**src/rtl/seq_mag_comparator_pkg.sv**
```systemverilog
// Shared types and helpers for the sequential magnitude comparator.
// The optional early-exit behaviour is selected with SEQ_MAG_CMP_EARLY_EXIT_EN.
package seq_mag_cmp_pkg;

  typedef enum logic [1:0] {
    IDLE = 2'd0,
    CMP  = 2'd1,
    DONE = 2'd2
  } state_t;

  // {gt,eq,lt} result bundle encodings
  localparam logic [2:0] RES_GT = 3'b100;
  localparam logic [2:0] RES_EQ = 3'b010;
  localparam logic [2:0] RES_LT = 3'b001;

  function automatic int idx_width(input int nchunk);
    return (nchunk <= 1) ? 1 : $clog2(nchunk);
  endfunction

endpackage

```
**src/rtl/seq_mag_comparator_if.sv**
```systemverilog
// Operand/result handshake bundle for seq_mag_comparator.
// slave = comparator side, master = producer/consumer side.
interface seq_mag_comparator_if #(
  parameter int WIDTH = 16
);
  logic             in_valid;
  logic             in_ready;
  logic [WIDTH-1:0] a;
  logic [WIDTH-1:0] b;
  logic             is_signed;
  logic             out_valid;
  logic             out_ready;
  logic             gt;
  logic             eq;
  logic             lt;
  logic             busy;

  modport slave (
    input  in_valid, a, b, is_signed, out_ready,
    output in_ready, out_valid, gt, eq, lt, busy
  );

  modport master (
    output in_valid, a, b, is_signed, out_ready,
    input  in_ready, out_valid, gt, eq, lt, busy
  );
endinterface

```
**src/rtl/seq_mag_comparator_chunk_cmp.sv**
```systemverilog
// Combinational unsigned compare of one CHUNK-bit slice.
module chunk_cmp #(
  parameter int CHUNK = 2
) (
  input  logic [CHUNK-1:0] a_i,
  input  logic [CHUNK-1:0] b_i,
  output logic             c_gt,
  output logic             c_eq,
  output logic             c_lt
);
  assign c_gt = (a_i >  b_i);
  assign c_eq = (a_i == b_i);
  assign c_lt = (a_i <  b_i);
endmodule

```
**src/rtl/seq_mag_comparator.sv**
```systemverilog
// MSB-first, CHUNK-bits-per-cycle magnitude comparator with valid/ready handshakes.
// Define SEQ_MAG_CMP_EARLY_EXIT_EN to finish at the first differing chunk.
module seq_mag_comparator
  import seq_mag_cmp_pkg::*;
#(
  parameter int WIDTH = 16,
  parameter int CHUNK = 2
) (
  input  logic                 clk,
  input  logic                 rst,
  seq_mag_comparator_if.slave  bus
);

  localparam int              NCHUNK   = WIDTH / CHUNK;
  localparam int              IDXW     = idx_width(NCHUNK);
  localparam logic [IDXW-1:0] IDX_LAST = IDXW'(NCHUNK - 1);
  // Flipping the MSB maps two's-complement onto offset binary, so unsigned compare works.
  localparam logic [WIDTH-1:0] MSB_MASK = WIDTH'(1) << (WIDTH - 1);

  state_t            state_q, state_d;
  logic [IDXW-1:0]   idx_q, idx_d;
  logic [WIDTH-1:0]  a_q, a_d, b_q, b_d;
  logic [2:0]        res_q, res_d;
`ifndef SEQ_MAG_CMP_EARLY_EXIT_EN
  logic              decided_q, decided_d;
  logic [2:0]        dres_q, dres_d;
`endif

  logic [WIDTH-1:0]  a_sh, b_sh;
  logic              c_gt, c_eq, c_lt;
  logic [2:0]        cres;

  assign a_sh = a_q >> (CHUNK * int'(idx_q));
  assign b_sh = b_q >> (CHUNK * int'(idx_q));

  chunk_cmp #(.CHUNK(CHUNK)) u_chunk_cmp (
    .a_i  (a_sh[CHUNK-1:0]),
    .b_i  (b_sh[CHUNK-1:0]),
    .c_gt (c_gt),
    .c_eq (c_eq),
    .c_lt (c_lt)
  );

  assign cres = c_gt ? RES_GT : (c_lt ? RES_LT : RES_EQ);

  assign bus.in_ready  = (state_q == IDLE) && !rst;
  assign bus.busy      = (state_q == CMP);
  assign bus.out_valid = (state_q == DONE);
  assign {bus.gt, bus.eq, bus.lt} = res_q;

  always_comb begin
    state_d = state_q;
    idx_d   = idx_q;
    a_d     = a_q;
    b_d     = b_q;
    res_d   = res_q;
`ifndef SEQ_MAG_CMP_EARLY_EXIT_EN
    decided_d = decided_q;
    dres_d    = dres_q;
`endif
    unique case (state_q)
      IDLE: begin
        if (bus.in_valid) begin
          a_d     = bus.is_signed ? (bus.a ^ MSB_MASK) : bus.a;
          b_d     = bus.is_signed ? (bus.b ^ MSB_MASK) : bus.b;
          idx_d   = IDX_LAST;
          state_d = CMP;
`ifndef SEQ_MAG_CMP_EARLY_EXIT_EN
          decided_d = 1'b0;
          dres_d    = '0;
`endif
        end
      end
      CMP: begin
`ifdef SEQ_MAG_CMP_EARLY_EXIT_EN
        if (!c_eq || (idx_q == '0)) begin
          res_d   = cres;
          state_d = DONE;
        end else begin
          idx_d = idx_q - 1'b1;
        end
`else
        // Sticky first difference keeps latency constant regardless of data.
        if (!decided_q && !c_eq) begin
          decided_d = 1'b1;
          dres_d    = cres;
        end
        if (idx_q == '0) begin
          res_d   = decided_q ? dres_q : cres;
          state_d = DONE;
        end else begin
          idx_d = idx_q - 1'b1;
        end
`endif
      end
      DONE: begin
        if (bus.out_ready) begin
          res_d   = '0;
          state_d = IDLE;
        end
      end
      default: state_d = IDLE;
    endcase
  end

  always_ff @(posedge clk) begin
    if (rst) begin
      state_q <= IDLE;
      idx_q   <= '0;
      a_q     <= '0;
      b_q     <= '0;
      res_q   <= '0;
`ifndef SEQ_MAG_CMP_EARLY_EXIT_EN
      decided_q <= 1'b0;
      dres_q    <= '0;
`endif
    end else begin
      state_q <= state_d;
      idx_q   <= idx_d;
      a_q     <= a_d;
      b_q     <= b_d;
      res_q   <= res_d;
`ifndef SEQ_MAG_CMP_EARLY_EXIT_EN
      decided_q <= decided_d;
      dres_q    <= dres_d;
`endif
    end
  end

endmodule

```
**src/flat_wrapper.sv**
```systemverilog
// flat-port wrapper written by rule: the top's interface ports become plain ports
module seq_mag_comparator_flat import seq_mag_cmp_pkg::*;
#(
  parameter int WIDTH = 16,
  parameter int CHUNK = 2
)
  (clk, rst, bus_in_valid, bus_a, bus_b, bus_is_signed, bus_out_ready, bus_in_ready, bus_out_valid, bus_gt, bus_eq, bus_lt, bus_busy);
  seq_mag_comparator_if #(.WIDTH(WIDTH)) bus_i ();
  input  logic clk;
  input  logic rst;
  input wire logic [$bits(bus_i.in_valid)-1:0] bus_in_valid;
  input wire logic [$bits(bus_i.a)-1:0] bus_a;
  input wire logic [$bits(bus_i.b)-1:0] bus_b;
  input wire logic [$bits(bus_i.is_signed)-1:0] bus_is_signed;
  input wire logic [$bits(bus_i.out_ready)-1:0] bus_out_ready;
  output wire logic [$bits(bus_i.in_ready)-1:0] bus_in_ready;
  output wire logic [$bits(bus_i.out_valid)-1:0] bus_out_valid;
  output wire logic [$bits(bus_i.gt)-1:0] bus_gt;
  output wire logic [$bits(bus_i.eq)-1:0] bus_eq;
  output wire logic [$bits(bus_i.lt)-1:0] bus_lt;
  output wire logic [$bits(bus_i.busy)-1:0] bus_busy;
  assign bus_i.in_valid = bus_in_valid;
  assign bus_i.a = bus_a;
  assign bus_i.b = bus_b;
  assign bus_i.is_signed = bus_is_signed;
  assign bus_i.out_ready = bus_out_ready;
  assign bus_in_ready = bus_i.in_ready;
  assign bus_out_valid = bus_i.out_valid;
  assign bus_gt = bus_i.gt;
  assign bus_eq = bus_i.eq;
  assign bus_lt = bus_i.lt;
  assign bus_busy = bus_i.busy;
  seq_mag_comparator #(.WIDTH(WIDTH), .CHUNK(CHUNK)) u_core (.clk(clk), .rst(rst), .bus(bus_i));
endmodule
```
**config.mk**
```make
export PLATFORM = sky130hd
export DESIGN_NAME = seq_mag_comparator_flat
export DESIGN_NICKNAME = d
export VERILOG_FILES = /design/src/rtl/seq_mag_comparator_pkg.sv /design/src/rtl/seq_mag_comparator_if.sv /design/src/rtl/seq_mag_comparator_chunk_cmp.sv /design/src/rtl/seq_mag_comparator.sv /design/src/flat_wrapper.sv
export SDC_FILE = /design/constraint.sdc
export NUM_CORES = 1
export LEC_CHECK = 0
export ABC_CLOCK_PERIOD_IN_PS = 2900
export CAP_MARGIN = 15
export CORE_MARGIN = 4
export CORE_UTILIZATION = 45
export CTS_CLUSTER_SIZE = 40
export DETAILED_ROUTE_END_ITERATION = 16
export PLACE_DENSITY = 0.75
export SLEW_MARGIN = 20
export SYNTH_ARGS = -nofsm -noshare
export SYNTH_HDL_FRONTEND = slang
export SYNTH_SLANG_ARGS = --single-unit
```
**constraint.sdc**
```tcl
create_clock -name clk -period 2.9 [get_ports clk]
set_clock_uncertainty 0.05 [all_clocks]
set_input_delay 0.58 -clock clk [delete_from_list [all_inputs] [get_ports clk]]
set_output_delay 0.58 -clock clk [all_outputs]
set_load 0.03 [all_outputs]
```
[Word level (Yosys, flattened, before mapping)]
Index checks and enable logic that the tools add are counted.
Word-level totals
  output and inout port bits: 6
  logic and storage cells: 57
  input port bits: 37
  register bits after elaboration: 44
Cells by class
  $lt $le $gt $ge: 2
  reductions and logical operators: 14
  shift operators: 2
  eq/ne operators: 8
  mux-type cells: 21
  bitwise operators: 2
  $add $sub $neg: 1
Operator list (number)
  $mux W16: 2
  $shr A16 B4 Y2: 2
  $mux W3: 8
  $pmux W3 S2: 3
  $reduce_and A3 Y1: 4
  $mux W2: 4
  $ne A2 B2 Y1 const B: 3
  $pmux W2 S3: 1
  $ne A2 B1 Y1 const B: 2
  $reduce_bool A2 Y1: 2
  $logic_not A1 Y1: 3
  $logic_not A3 Y1: 1
  $sub A3 B1 Y3 const B: 1
  $eq A2 B1 Y1 const B: 1
  $eq A2 B2 Y1: 1
  $eq A2 B2 Y1 const B: 1
  $gt A2 B2 Y1: 1
  $logic_and A1 B1 Y1: 2
  $logic_not A2 Y1: 1
  $lt A2 B2 Y1: 1
  $mux W1: 2
  $not A1 Y1: 2
  $pmux W1 S2: 1
  $reduce_and A2 Y1: 1

[Depth between registers and ports, before layout]
  word-level depth: 7
  depth in mapped cells: 8
  gate-level depth less buffers: 7

[Modules after synthesis]
Synthesis repeated with hierarchy kept, for this count alone.
Unflattened totals
  cells, all modules: 237
  area total of the unflattened synthesis: 2015.7 um^2
By module, submodules not included
  seq_mag_comparator: instances 1, cells an instance 228, area each 1953.1 um^2, sequential area each 880.8 um^2
  chunk_cmp: instances 1, cells an instance 9, area each 62.6 um^2, sequential area each 0.0 um^2

[Worst setup path before layout]
Ideal clock, no wire load.
  kind: register to register
  start point: register u_core.idx_q[0]
  end point: register u_core.dres_q[2]
  cell stages (with the launch flop): 9
  data required time: 2.787 ns
  arrival time: 2.522 ns
  clock period less this slack: 2.635 ns
  path buffers: 1
  setup time: 0.063 ns
  slack: 0.265 ns
  cells stage by stage: dfxtp_1 -> buf_2 -> mux4_2 -> mux2_2 -> ha_1 -> and2_1 -> or3_4 -> mux2_4 -> nor2_2
Between the ends
  cells in the longest elaborated chain, start to end: 6
  elaborated cells on any way between the ends: 11
  classes of those cells: order compare: 1; eq/ne: 2; shift: 2; mux: 3; reduce/logical: 3
RTL lines
  start, declared: line seq_mag_comparator.sv:21  | logic [IDXW-1:0] idx_q, idx_d;
  start signal, assigned: line seq_mag_comparator.sv:119  | idx_q <= idx_d;
  branches (longest 6 deep; another with $gt A2 B2 Y1)
  end signal, assigned: line seq_mag_comparator.sv:125  | dres_q <= dres_d;
  end, declared: line seq_mag_comparator.sv:26  | logic [2:0] dres_q, dres_d;
Several ways; the timed one is not identified. The select of a mux whose other input is x is not followed.
A chain may end at the register's enable or synchronous reset.

[Worst setup path in the final report]
Ends and elaborated chain as after synthesis.

==> results.toml <==
[clock_tree]
cts_tree = "yes"
cts_root_buffer = "sky130_fd_sc_hd__clkbuf_8"
cts_made_buffers = 5
cts.clk_slew.worst_paths_ns = 0.08
cts-hold-fix-buffers = 0
cts_max_level = 2
cts.sink_count = 44
post_cts_resized = 0
post_cts.repair.setup_buffers = 0
cts_buffer_depth = 2
worstSkewPairLatency_ns = 0.29

[setup_path]
crit_required_ns = 3.08
setup.worst_path.class = "flop to flop"
category_of_the_worst_setup_path_launch_point = "flop"
critical_path.endpoint_type = "flop"
setup.reg_to_reg.worst_slack_ns = 0.27
critical_path.max_fanout = 6
worst_reg2reg_startpoint = "u_core.idx_q[0]"
cp.arrival_ns = 2.81
startpoint = "u_core.idx_q[0]"

[global_route]
globalRouteTotalUtil_pct = 16.09
grtUsageMet3_pct = 3.830
overflow = 0
grt_first_pass_wirelength_um = 6727
first_global_vias = 1477
gr-usage-met2_pct = 25.00
grt_antenna_before_repair = 0
grt_start_max_net_pins = 44
grt-busiest-layer = "met2"
grt_util_met1_pct = 21.40

[sta]
final_period_minus_worst_setup_slack_ns = 2.631
number_of_hold_slack_violations_in_the_final_timing_report = 0
unrepaired_setup_endpoints_after_global_routing = "false"
fin_tns_setup_ns = 0
fmax_ghz = 0.3801
worst_slew_pin_slew_ns = 0.4788
timing_max_transition_violations_final = 0
finalSetupViolCount = 0
finalCritPeriodShare_pct = 90.73
max_slew_margin_pct = 68.05

[floorplan]
die_h_um = 73.54
io_pins = 43
coreArea_um2 = 4086
number_of_placement_rows = 23
die_area_um2 = 5408
start_util_pct = 47.31
die_w_um = 73.54

[power]
power.combinational.fraction_pct = 22.4
pwr_density_nw_per_um2 = 611.2
sw_share_pct = 26.14
internal_power_uw = 1139
leakage_power_figure_uw = 0.0009565
totalPowerFinal_uw = 1543
switchingPower_uw = 403.2
p_seq_share_pct = 45.1
clockPowerShare_pct = 32.6
ir_worst_vdd_uv = 294.7

[placed_design]
weighted_congestion_at_the_end_of_routability_driven_global_placement = 0.7908
placed_cells_incl_taps = 299
hpwlAfterDp_um = 2911
placement.io_buffers = 42

[routing]
vias = 1576
detailedRoute.firstPassIterationCount = 4
drc_viols = 0
post_drt_via_cell_ratio = 5.134
ant_nets = 0
drt_wl_total_um = 3884
number_of_drc_markers_after_the_initial_detailed_route_iteration = 126
routed_wire_length_per_instance_um = 12.65

[run_status]
status = "finished, final reports clean"

[layout]
layout.filler_cells = 378
syn2layout_area_growth_pct = 30.55
fin_cells = 307
antenna-diode-count = 0
drive_gt1_share_pct = 12.45
multi_input_area_um2 = 975.9
seqCellArea_um2 = 880.8
final_net_count = 297

[job]
maxCapViolCount = 0

[logic_synthesis]
post-synth-top-area-cell = "sky130_fd_sc_hd__dfxtp_1"
ys_ff_latch = 44
yosysUniqueCellTypes = 29
cell_types_with_the_largest_area_share_after_synthesis = "sky130_fd_sc_hd__dfxtp_1 (46%), sky130_fd_sc_hd__nand2_1 (13%), sky130_fd_sc_hd__mux4_2 (9.3%)"
syn-num-nets = 257
syn_area_per_cell_um2 = 8.950
netlist.area_leader.share_pct = 45.57
synthesis.instances = 216
synth-seq-area-share_pct = 45.57
synth.cells.most_frequent = "sky130_fd_sc_hd__nand2_1 (65), sky130_fd_sc_hd__dfxtp_1 (44), sky130_fd_sc_hd__a21oi_1 (34)"
synth.cell_area_um2 = 1933
yosys.cell_count.top_type = "sky130_fd_sc_hd__nand2_1"
predominant_post_synthesis_flop_cell = "sky130_fd_sc_hd__dfxtp_1"
synthesis.yosys.warnings = 0
async_reset_ff_share_pct = 0
synth-edff-count = 0

[hold_path]
hold_path_class = "flop to flop"
hp-start = "u_core.b_q[2]"
[sequential cells by signal (all words and copies together) (netlist names)]
signal            flops
u_core.decided_q      1
u_core.a_q           16
u_core.b_q           16
u_core.dres_q         3
u_core.res_q          3
u_core.idx_q          3
u_core.state_q        2
[critical path, stage by stage, from the launching register on]
cell,delay (ns)
sky130_fd_sc_hd__dfxtp_1,0.34
sky130_fd_sc_hd__buf_4,0.17
sky130_fd_sc_hd__mux4_2,0.51
sky130_fd_sc_hd__mux2_2,0.28
sky130_fd_sc_hd__ha_1,0.30
sky130_fd_sc_hd__and2_1,0.17
sky130_fd_sc_hd__or3_4,0.36
sky130_fd_sc_hd__mux2_4,0.31
sky130_fd_sc_hd__nor2_2,0.07
[final timing paths]
kind / end / cells after the start
setup / recovery: u_core.dres_q[2] / 8
hold / removal: u_core.b_q[2] / 2
setup reg to reg: u_core.dres_q[2] / 8
hold reg to reg: u_core.b_q[2] / 2
[power groups by stage]
| stage | Sequential, µW | Combinational (µW) | Clock [µW] |
|---|---|---|---|
| finish | 695 | 345 | 503 |
| CTS | 695 | 348 | 513 |
| global placement | 709 | 338 | 0 |
| global route | 703 | 385 | 539 |
| detailed placement | 710 | 346 | 0 |
| floorplan | 695 | 241 | 0 |
[layer usage]
| metal | vias to the layer above | routed length [µm] |
|---|---|---|
| li1 | 814 | - |
| met1 | 721 | 1874 |
| met2 | 34 | 1739 |
| met3 | 7 | 205 |
| met4 | 0 | 64 |
| met5 | - | 0 |
[cell families after synthesis]
| group | share of synthesized area [%] |
|---|---|
| and+or+nand+nor | 19.16 |
| AOI/OAI and AO/OA | 13.53 |
| DFF | 45.57 |
| buffers and inverters | 4.271 |
| muxes | 13.98 |
| adders and majority gates | 2.589 |
| xor gates and xnor gates | 0.9063 |
[final cells by class]
cell class / instances / share of cell area (%)
multi-input combinational: 153 / 38.67
timing repair buffer: 48 / 18.34
tap: 50 / 2.479
clock inverter: 1 / 1.190
sequential: 44 / 34.90
clock buffer: 7 / 3.818
inverter: 4 / 0.5949
[layout by cell type, fill, tap and decap left out, drive strengths merged, types with 3 or more instances in the layout]
| cell type | instances |
|---|---|
| clkbuf | 7 |
| a21oi | 34 |
| mux2i | 3 |
| nand2 | 65 |
| buf | 7 |
| a211oi | 4 |
| inv | 4 |
| mux2 | 5 |
| ha | 4 |
| dfxtp | 44 |
| mux4 | 8 |
| nor2 | 7 |
| a22o | 3 |
| clkdlybuf4s50 | 41 |
[through the flow]
step                      setup slack, ns  instance area [µm²]  util [%]  hold WS (ns)
after detailed placement           0.2719                 2397     58.67        0.3978
after floorplan                    0.2651                 1933         -        0.3831
after global placement             0.3606                 2397     58.67        0.3952
after CTS                          0.2411                 2524     61.76        0.4093
final                              0.2688                 2524     61.76        0.4060
after global routing               0.1486                 2524     61.76        0.4257
(Power assumes the default switching activity.)
